$ cat src/rtl/serial_collector_pkg.sv
// Shared types and constants for the serial word collector.
// Optional parity stage enabled by SERIAL_COLLECTOR_PARITY_CHECK_EN.
package serial_collector_pkg;

  localparam int DEFAULT_WORD_WIDTH = 16;

  typedef enum logic [1:0] {
    ST_IDLE    = 2'd0,
    ST_COLLECT = 2'd1,
    ST_PARITY  = 2'd2
  } state_t;

  function automatic int cnt_width(input int w);
    return $clog2(w + 1);
  endfunction

endpackage

$ cat src/rtl/collector_fifo.sv
// Small synchronous FIFO for assembled words plus parity flag.
// Push while full is accepted only when a pop frees the slot.
module collector_fifo #(
  parameter int WIDTH = 17,
  parameter int DEPTH = 2
) (
  input  logic             clock,
  input  logic             resetN,
  input  logic             i_push,
  input  logic [WIDTH-1:0] i_data,
  input  logic             i_pop,
  output logic [WIDTH-1:0] o_data,
  output logic             o_full,
  output logic             o_empty
);

  localparam int PW = (DEPTH > 1) ? $clog2(DEPTH) : 1;
  localparam int NW = $clog2(DEPTH + 1);

  logic [WIDTH-1:0] r_mem [DEPTH];
  logic [PW-1:0]    r_wptr;
  logic [PW-1:0]    r_rptr;
  logic [NW-1:0]    r_cnt;
  logic             w_push;
  logic             w_pop;

  assign o_empty = (r_cnt == '0);
  assign o_full  = (r_cnt == NW'(DEPTH));
  assign w_pop   = i_pop && !o_empty;
  assign w_push  = i_push && (!o_full || w_pop);
  assign o_data  = o_empty ? '0 : r_mem[r_rptr];

  always_ff @(posedge clock) begin
    if (w_push) r_mem[r_wptr] <= i_data;
  end

  always_ff @(posedge clock or negedge resetN) begin
    if (!resetN) begin
      r_wptr <= '0;
      r_rptr <= '0;
      r_cnt  <= '0;
    end else begin
      if (w_push) r_wptr <= r_wptr + PW'(1);
      if (w_pop)  r_rptr <= r_rptr + PW'(1);
      unique case ({w_push, w_pop})
        2'b10:   r_cnt <= r_cnt + NW'(1);
        2'b01:   r_cnt <= r_cnt - NW'(1);
        default: r_cnt <= r_cnt;
      endcase
    end
  end

endmodule

$ cat src/rtl/serial_word_collector.sv
// Assembles strobed serial bits into words and queues them for the next stage.
// Define SERIAL_COLLECTOR_PARITY_CHECK_EN to expect a trailing even-parity bit.
module serial_word_collector
  import serial_collector_pkg::*;
#(
  parameter int WORD_WIDTH = DEFAULT_WORD_WIDTH,
  parameter int FIFO_DEPTH = 2
) (
  input  logic                                clock,
  input  logic                                resetN,
  input  logic                                enable,
  input  logic                                frameStart,
  input  logic                                bitValid,
  input  logic                                serialIn,
  input  logic                                lsbFirst,
  output logic [WORD_WIDTH-1:0]               wordData,
  output logic                                wordValid,
  input  logic                                wordReady,
  output logic                                parityError,
  output logic                                busy,
  output logic [cnt_width(WORD_WIDTH)-1:0]    bitCount,
  output logic                                overflow,
  output logic                                frameAbort,
  input  logic                                clearStatus
);

  localparam int CW = cnt_width(WORD_WIDTH);
  localparam logic [CW-1:0] LP_W = CW'(WORD_WIDTH);

  state_t                r_state;
  logic [CW-1:0]         r_count;
  logic [WORD_WIDTH-1:0] r_acc;
  logic                  r_lsb;
  logic                  r_ovf;
  logic                  r_abort;

  logic                  w_cap;
  logic                  w_start;
  logic                  w_lsb;
  logic [CW-1:0]         w_k;
  logic [CW-1:0]         w_idx;
  logic [WORD_WIDTH-1:0] w_acc;
  logic                  w_collect;
  logic                  w_done;
  logic                  w_par_bit;
  logic                  w_push;
  logic [WORD_WIDTH-1:0] w_push_word;
  logic                  w_push_par;
  logic                  w_pop;
  logic                  w_full;
  logic                  w_empty;
  logic [WORD_WIDTH:0]   w_head;

  assign w_cap     = enable && bitValid;
  assign w_start   = w_cap && frameStart;
  assign w_collect = w_start || (w_cap && r_state == ST_COLLECT);
  assign w_done    = w_collect && (w_k == LP_W);

  always_comb begin
    w_lsb = w_start ? lsbFirst : r_lsb;
    w_k   = w_start ? CW'(1) : r_count + CW'(1);
    w_idx = w_lsb ? w_k - CW'(1) : LP_W - w_k;
    w_acc = w_start ? '0 : r_acc;
    for (int i = 0; i < WORD_WIDTH; i++) begin
      if (CW'(i) == w_idx) w_acc[i] = serialIn;
    end
  end

`ifdef SERIAL_COLLECTOR_PARITY_CHECK_EN
  assign w_par_bit   = w_cap && !frameStart && r_state == ST_PARITY;
  assign w_push      = w_par_bit;
  assign w_push_word = r_acc;
  assign w_push_par  = (^r_acc) ^ serialIn;
`else
  assign w_par_bit   = 1'b0;
  assign w_push      = w_done;
  assign w_push_word = w_acc;
  assign w_push_par  = 1'b0;
`endif

  always_ff @(posedge clock or negedge resetN) begin
    if (!resetN) begin
      r_state <= ST_IDLE;
      r_count <= '0;
      r_acc   <= '0;
      r_lsb   <= 1'b0;
    end else begin
      unique case (1'b1)
        w_collect: begin
          r_acc   <= w_acc;
          r_lsb   <= w_lsb;
          r_count <= w_k;
          r_state <= ST_COLLECT;
          if (w_done) begin
`ifdef SERIAL_COLLECTOR_PARITY_CHECK_EN
            r_state <= ST_PARITY;
`else
            r_state <= ST_IDLE;
            r_count <= '0;
`endif
          end
        end
        w_par_bit: begin
          r_state <= ST_IDLE;
          r_count <= '0;
        end
        default: ;
      endcase
    end
  end

  // Same-edge events beat a clear request.
  always_ff @(posedge clock or negedge resetN) begin
    if (!resetN) begin
      r_ovf   <= 1'b0;
      r_abort <= 1'b0;
    end else begin
      r_ovf   <= (w_push && w_full && !w_pop) || (r_ovf && !clearStatus);
      r_abort <= (w_start && r_state != ST_IDLE) || (r_abort && !clearStatus);
    end
  end

  collector_fifo #(
    .WIDTH (WORD_WIDTH + 1),
    .DEPTH (FIFO_DEPTH)
  ) u_fifo (
    .clock   (clock),
    .resetN  (resetN),
    .i_push  (w_push),
    .i_data  ({w_push_par, w_push_word}),
    .i_pop   (w_pop),
    .o_data  (w_head),
    .o_full  (w_full),
    .o_empty (w_empty)
  );

  assign w_pop       = wordValid && wordReady;
  assign wordValid   = !w_empty;
  assign wordData    = w_head[WORD_WIDTH-1:0];
  assign parityError = w_head[WORD_WIDTH];
  assign busy        = (r_state != ST_IDLE);
  assign bitCount    = r_count;
  assign overflow    = r_ovf;
  assign frameAbort  = r_abort;

endmodule

$ cat config.mk
export PLATFORM = sky130hd
export DESIGN_NAME = serial_word_collector
export DESIGN_NICKNAME = d
export VERILOG_FILES = /design/src/rtl/serial_collector_pkg.sv /design/src/rtl/collector_fifo.sv /design/src/rtl/serial_word_collector.sv
export SDC_FILE = /design/constraint.sdc
export NUM_CORES = 1
export LEC_CHECK = 0
export ABC_AREA = 1
export CAP_MARGIN = 25
export CORE_MARGIN = 2
export CORE_UTILIZATION = 40
export CTS_CLUSTER_DIAMETER = 40
export DETAILED_ROUTE_END_ITERATION = 16
export PLACE_DENSITY = 0.66
export RECOVER_POWER = 50
export SYNTH_ARGS = -nofsm -noshare
export SYNTH_HDL_FRONTEND = slang
export SYNTH_SLANG_ARGS = --single-unit
$ cat constraint.sdc
create_clock -name clock -period 2.75 [get_ports clock]
set_clock_uncertainty 0.1 [all_clocks]
set_input_delay 0.825 -clock clock [delete_from_list [all_inputs] [get_ports clock]]
set_output_delay 0.825 -clock clock [all_outputs]
set_load 0.01 [all_outputs]
==> run_summary.xml <==
<?xml version="1.0" encoding="UTF-8"?>
<metrics>
  <group name="power">
    <metric name="power.density_cell_area" unit="nW/um^2">1061</metric>
    <metric name="p_total" unit="mW">4.779</metric>
    <metric name="power_leakage" unit="nW">2.116</metric>
    <metric name="ir_worst_vdd" unit="uV">497.6</metric>
  </group>
  <group name="cells_and_area">
    <metric name="antenna-diode-count" unit="">0</metric>
    <metric name="fin_nets" unit="">509</metric>
    <metric name="syn_to_final_growth" unit="%">34.22</metric>
    <metric name="fin_area" unit="sq um">4506</metric>
    <metric name="final-instance-count-excl-fill" unit="">606</metric>
    <metric name="drive_above_1_share" unit="%">21.96</metric>
  </group>
  <group name="logic_synthesis">
    <metric name="synth.area.top_cells" unit="">sky130_fd_sc_hd__edfxtp_1, sky130_fd_sc_hd__dfrtp_1, sky130_fd_sc_hd__nand2_1, sky130_fd_sc_hd__nand3_1, sky130_fd_sc_hd__inv_1</metric>
    <metric name="number_of_flops_mapped_to_enable_cells_by_yosys" unit="">32</metric>
    <metric name="synth_async_sr_flop_share" unit="%">47.54</metric>
    <metric name="syn-num-nets" unit="">426</metric>
    <metric name="synth_seq_area_share" unit="%">50.24</metric>
    <metric name="syn_avg_cell_area" unit="sq um">8.128</metric>
    <metric name="ys_types" unit="">31</metric>
    <metric name="leading_area_contributor_after_synthesis" unit="">sky130_fd_sc_hd__edfxtp_1</metric>
    <metric name="yosys_warnings" unit="">0</metric>
    <metric name="synth_area" unit="sq um">3357</metric>
    <metric name="post_synth_inst_count" unit="">413</metric>
    <metric name="synth.ff_latch_count" unit="">61</metric>
    <metric name="synth_most_common_cell" unit="">sky130_fd_sc_hd__nand2_1</metric>
    <metric name="ys_top_cells_by_count" unit="">sky130_fd_sc_hd__nand2_1, sky130_fd_sc_hd__nand3_1, sky130_fd_sc_hd__inv_1, sky130_fd_sc_hd__edfxtp_1</metric>
    <metric name="synth_ff_type" unit="">sky130_fd_sc_hd__edfxtp_1</metric>
    <metric name="yosysTopAreaCellShare" unit="%">28.62</metric>
  </group>
  <group name="timing">
    <metric name="timing.final.max_slew_violations" unit="">0</metric>
    <metric name="relSlewSlack" unit="%">47.61</metric>
    <metric name="max_slew.worst_pin.slew" unit="ps">785.9</metric>
    <metric name="hold_viol_final" unit="">0</metric>
    <metric name="fmax" unit="GHz">0.3783</metric>
    <metric name="setup_viol" unit="">0</metric>
    <metric name="rsz_0062_raised_after_global_routing" unit="">false</metric>
    <metric name="min_period_over_period" unit="%">96.11</metric>
    <metric name="setup_ws" unit="ps">106.9</metric>
    <metric name="final.min_clock_period" unit="ps">2643</metric>
  </group>
  <group name="worst_setup_path">
    <metric name="cp_data_required_time" unit="ps">1830</metric>
    <metric name="timing.rr.start" unit="">bitCount[1]$_DFFE_PN0P_</metric>
    <metric name="rr_worst_depth" unit="">13</metric>
    <metric name="cpPeakStageDelay" unit="ps">550</metric>
    <metric name="cp_cell_sequence" unit="">buf_6 -&gt; nand2_1 -&gt; a21oi_1 -&gt; clkdlybuf4s50_1</metric>
    <metric name="cp.buffers_inverters" unit="">2</metric>
    <metric name="startpoint_type" unit="">flop</metric>
    <metric name="setup.worst_path.end_class" unit="">primary output</metric>
    <metric name="critical_path.top_delay_family" unit="">buffers and inverters</metric>
    <metric name="crit_path_max_fanout" unit="">17</metric>
    <metric name="crit-reg2reg-capture" unit="">u_fifo.r_mem[1][10]$_DFFE_PP_</metric>
    <metric name="crit_path_category" unit="">flop to primary output</metric>
    <metric name="worst-r2r-setup-slack" unit="ps">250</metric>
    <metric name="timing.critical_path.slowest_stage_cell" unit="">sky130_fd_sc_hd__clkdlybuf4s50_1</metric>
    <metric name="arrival" unit="ps">1720</metric>
  </group>
  <group name="clock_tree">
    <metric name="clock_sinks" unit="">61</metric>
    <metric name="hold_buffers_post_cts" unit="">0</metric>
    <metric name="clk_latency" unit="ps">350</metric>
    <metric name="clock_path_buffers" unit="">2</metric>
    <metric name="cts_buffers" unit="">9</metric>
    <metric name="tritoncts_clock_tree" unit="">yes</metric>
    <metric name="cts.root.buffer_cell" unit="">sky130_fd_sc_hd__clkbuf_8</metric>
    <metric name="clk_pin_slew_worst_paths" unit="ps">70</metric>
    <metric name="h-tree-depth" unit="">3</metric>
  </group>
  <group name="grt">
    <metric name="gr_ovfl_total" unit="">0</metric>
    <metric name="grt_max_degree" unit="">30</metric>
    <metric name="grt_antenna_before_repair" unit="">0</metric>
    <metric name="total_routing_usage_reported_by_global_routing" unit="%">18.73</metric>
    <metric name="grt_first_pass_wirelength" unit="microns">13140</metric>
    <metric name="grt_pass1_vias" unit="">2869</metric>
  </group>
  <group name="floorplan">
    <metric name="placeableCoreArea" unit="sq um">8175</metric>
    <metric name="die_h" unit="microns">95.61</metric>
    <metric name="die_width" unit="microns">95.61</metric>
    <metric name="placementRows" unit="">33</metric>
    <metric name="starting_density" unit="%">41.06</metric>
    <metric name="pin_count" unit="">35</metric>
    <metric name="dieArea" unit="sq um">9141</metric>
  </group>
  <group name="hold_path">
    <metric name="min-delay-path-class" unit="">flop to flop</metric>
    <metric name="hold_path_end" unit="">r_acc[13]$_DFFE_PN0P_</metric>
    <metric name="hold_path_depth" unit="">2</metric>
    <metric name="holdCritStartpoint" unit="">r_acc[13]$_DFFE_PN0P_</metric>
  </group>
  <group name="route">
    <metric name="via_count" unit="">2964</metric>
    <metric name="antenna_violating_nets_post_route" unit="">0</metric>
    <metric name="drt-vias-per-instance" unit="">4.891</metric>
    <metric name="drt-wirelength-per-cell" unit="microns">12.86</metric>
    <metric name="drc" unit="">0</metric>
    <metric name="finalWirelength" unit="microns">7791</metric>
    <metric name="first_pass_iters" unit="">4</metric>
    <metric name="initialDrtViolationCount" unit="">210</metric>
  </group>
  <group name="run_status">
    <metric name="run_status" unit="">complete, no violations</metric>
  </group>
  <group name="run">
    <metric name="cap_violations" unit="">0</metric>
  </group>
  <group name="place">
    <metric name="gp_congestion" unit="">0.7918</metric>
    <metric name="placement.setup.worst_slack" unit="ps">-481.7</metric>
    <metric name="place.detailed.instances" unit="">583</metric>
    <metric name="dp_hpwl" unit="microns">5682</metric>
    <metric name="buffer_ports.inserted" unit="">33</metric>
    <metric name="postPlaceCellArea" unit="sq um">4273</metric>
  </group>
</metrics>
[through the flow]
stage	TNS, ps	hold slack [ps]	util [%]
after CTS	0	384.7	55.14
after global routing	0	392.0	55.11
final	0	380.3	55.11
after floorplan	-2836	349.4	-
after global placement	-25150	360.5	52.27
after detailed placement	-30170	369.4	52.27
[worst reg2reg max path, cell delays in order (launching register included)]
cell	delay, ps
sky130_fd_sc_hd__dfrtp_1	430
sky130_fd_sc_hd__ha_1	420
sky130_fd_sc_hd__nand2_4	90
sky130_fd_sc_hd__ha_4	170
sky130_fd_sc_hd__nand2_2	60
sky130_fd_sc_hd__inv_2	40
sky130_fd_sc_hd__nand2_2	60
sky130_fd_sc_hd__inv_2	40
sky130_fd_sc_hd__ha_4	250
sky130_fd_sc_hd__nand2_2	60
sky130_fd_sc_hd__nand2_4	80
sky130_fd_sc_hd__buf_4	160
sky130_fd_sc_hd__o21bai_1	120
sky130_fd_sc_hd__and2_1	180
[repair_timing]
| action | 4_1_cts | 5_1_grt |
|---|---|---|
| setup endpoints to repair | 59 | 30 |
| gates resized for setup | 7 | 16 |
| setup buffers | 5 | 2 |
| pin swaps | 0 | 1 |
[layout make-up]
class / count / area [sq um]
fill: 763 / 3670
sequential: 61 / 1687
multi-input combinational: 300 / 1592
timing repair buffer: 86 / 749.5
inverter: 38 / 153.9
clock buffer: 11 / 141.4
tap: 105 / 131.4
clock inverter: 5 / 51.30
[kinds of logic after synthesis]
logic type | Yosys count | share of synthesized area, %
adder cells (fa/ha/maj) | 4 | 1.491
XOR/XNOR | 4 | 1.044
other | 1 | 0.1117
AO/OA/AOI/OAI | 43 | 7.604
buffers and inverters | 52 | 6.522
AND/OR/NAND/NOR | 248 | 32.99
flip-flops | 61 | 50.24
[where the power goes]
group / switching (mW) / internal (mW)
combinational: 1.50 / 1.13
clock: 0.356 / 0.437
sequential: 0.119 / 1.24
[registers in the layout, summed over array words and instances (netlist names)]
name,count
bitCount,5
u_fifo.r_mem,32
u_fifo.r_wptr,1
r_state,1
r_lsb,1
frameAbort,1
r_acc,16
overflow,1
u_fifo.r_cnt,2
u_fifo.r_rptr,1
[layer usage]
| layer | share of wire, % | global-route usage (%) | up-vias |
|---|---|---|---|
| li1 | - | - | 1521 |
| met1 | 45 | 23.30 | 1354 |
| met2 | 49 | 32.28 | 74 |
| met3 | 5.0 | 3.715 | 15 |
| met4 | 1.3 | 6.667 | 0 |
| met5 | 0 | 0 | - |
[worst max-delay path by stage]
stage,start,end,slack [ps],cells after the start
after floorplan,frameStart,u_fifo.r_mem[0][4]$_DFFE_PP_,-150,18
after global placement,frameStart,r_acc[12]$_DFFE_PN0P_,-430,17
after detailed placement,frameStart,u_fifo.r_mem[1][10]$_DFFE_PP_,-480,15
after CTS,u_fifo.r_rptr$_DFFE_PN0P_,wordData[12],30,5
after global routing,enable,u_fifo.r_mem[1][7]$_DFFE_PP_,10,13
final,u_fifo.r_rptr$_DFFE_PN0P_,wordData[1],110,4
[placed cells by master, fill, tap and decap left out, drive strengths merged, types with 2 or more instances in the layout]
cell type and count:
xnor2 2, clkinv 4, buf 50, edfxtp 32, ha 4, clkbuf 17, and2 16, o22ai 4
xor2 2, nor2 30, dfrtp 29, dlygate4sd2 3, clkdlybuf4s50 10, nand3 62, inv 36, nand4 4
o21bai 8, dlymetal6s2s 6, o21ai 10, dlygate4sd3 10, nand2 135, clkinvlp 2, a21oi 20
Note: power is estimated with default switching activity, not from simulation.
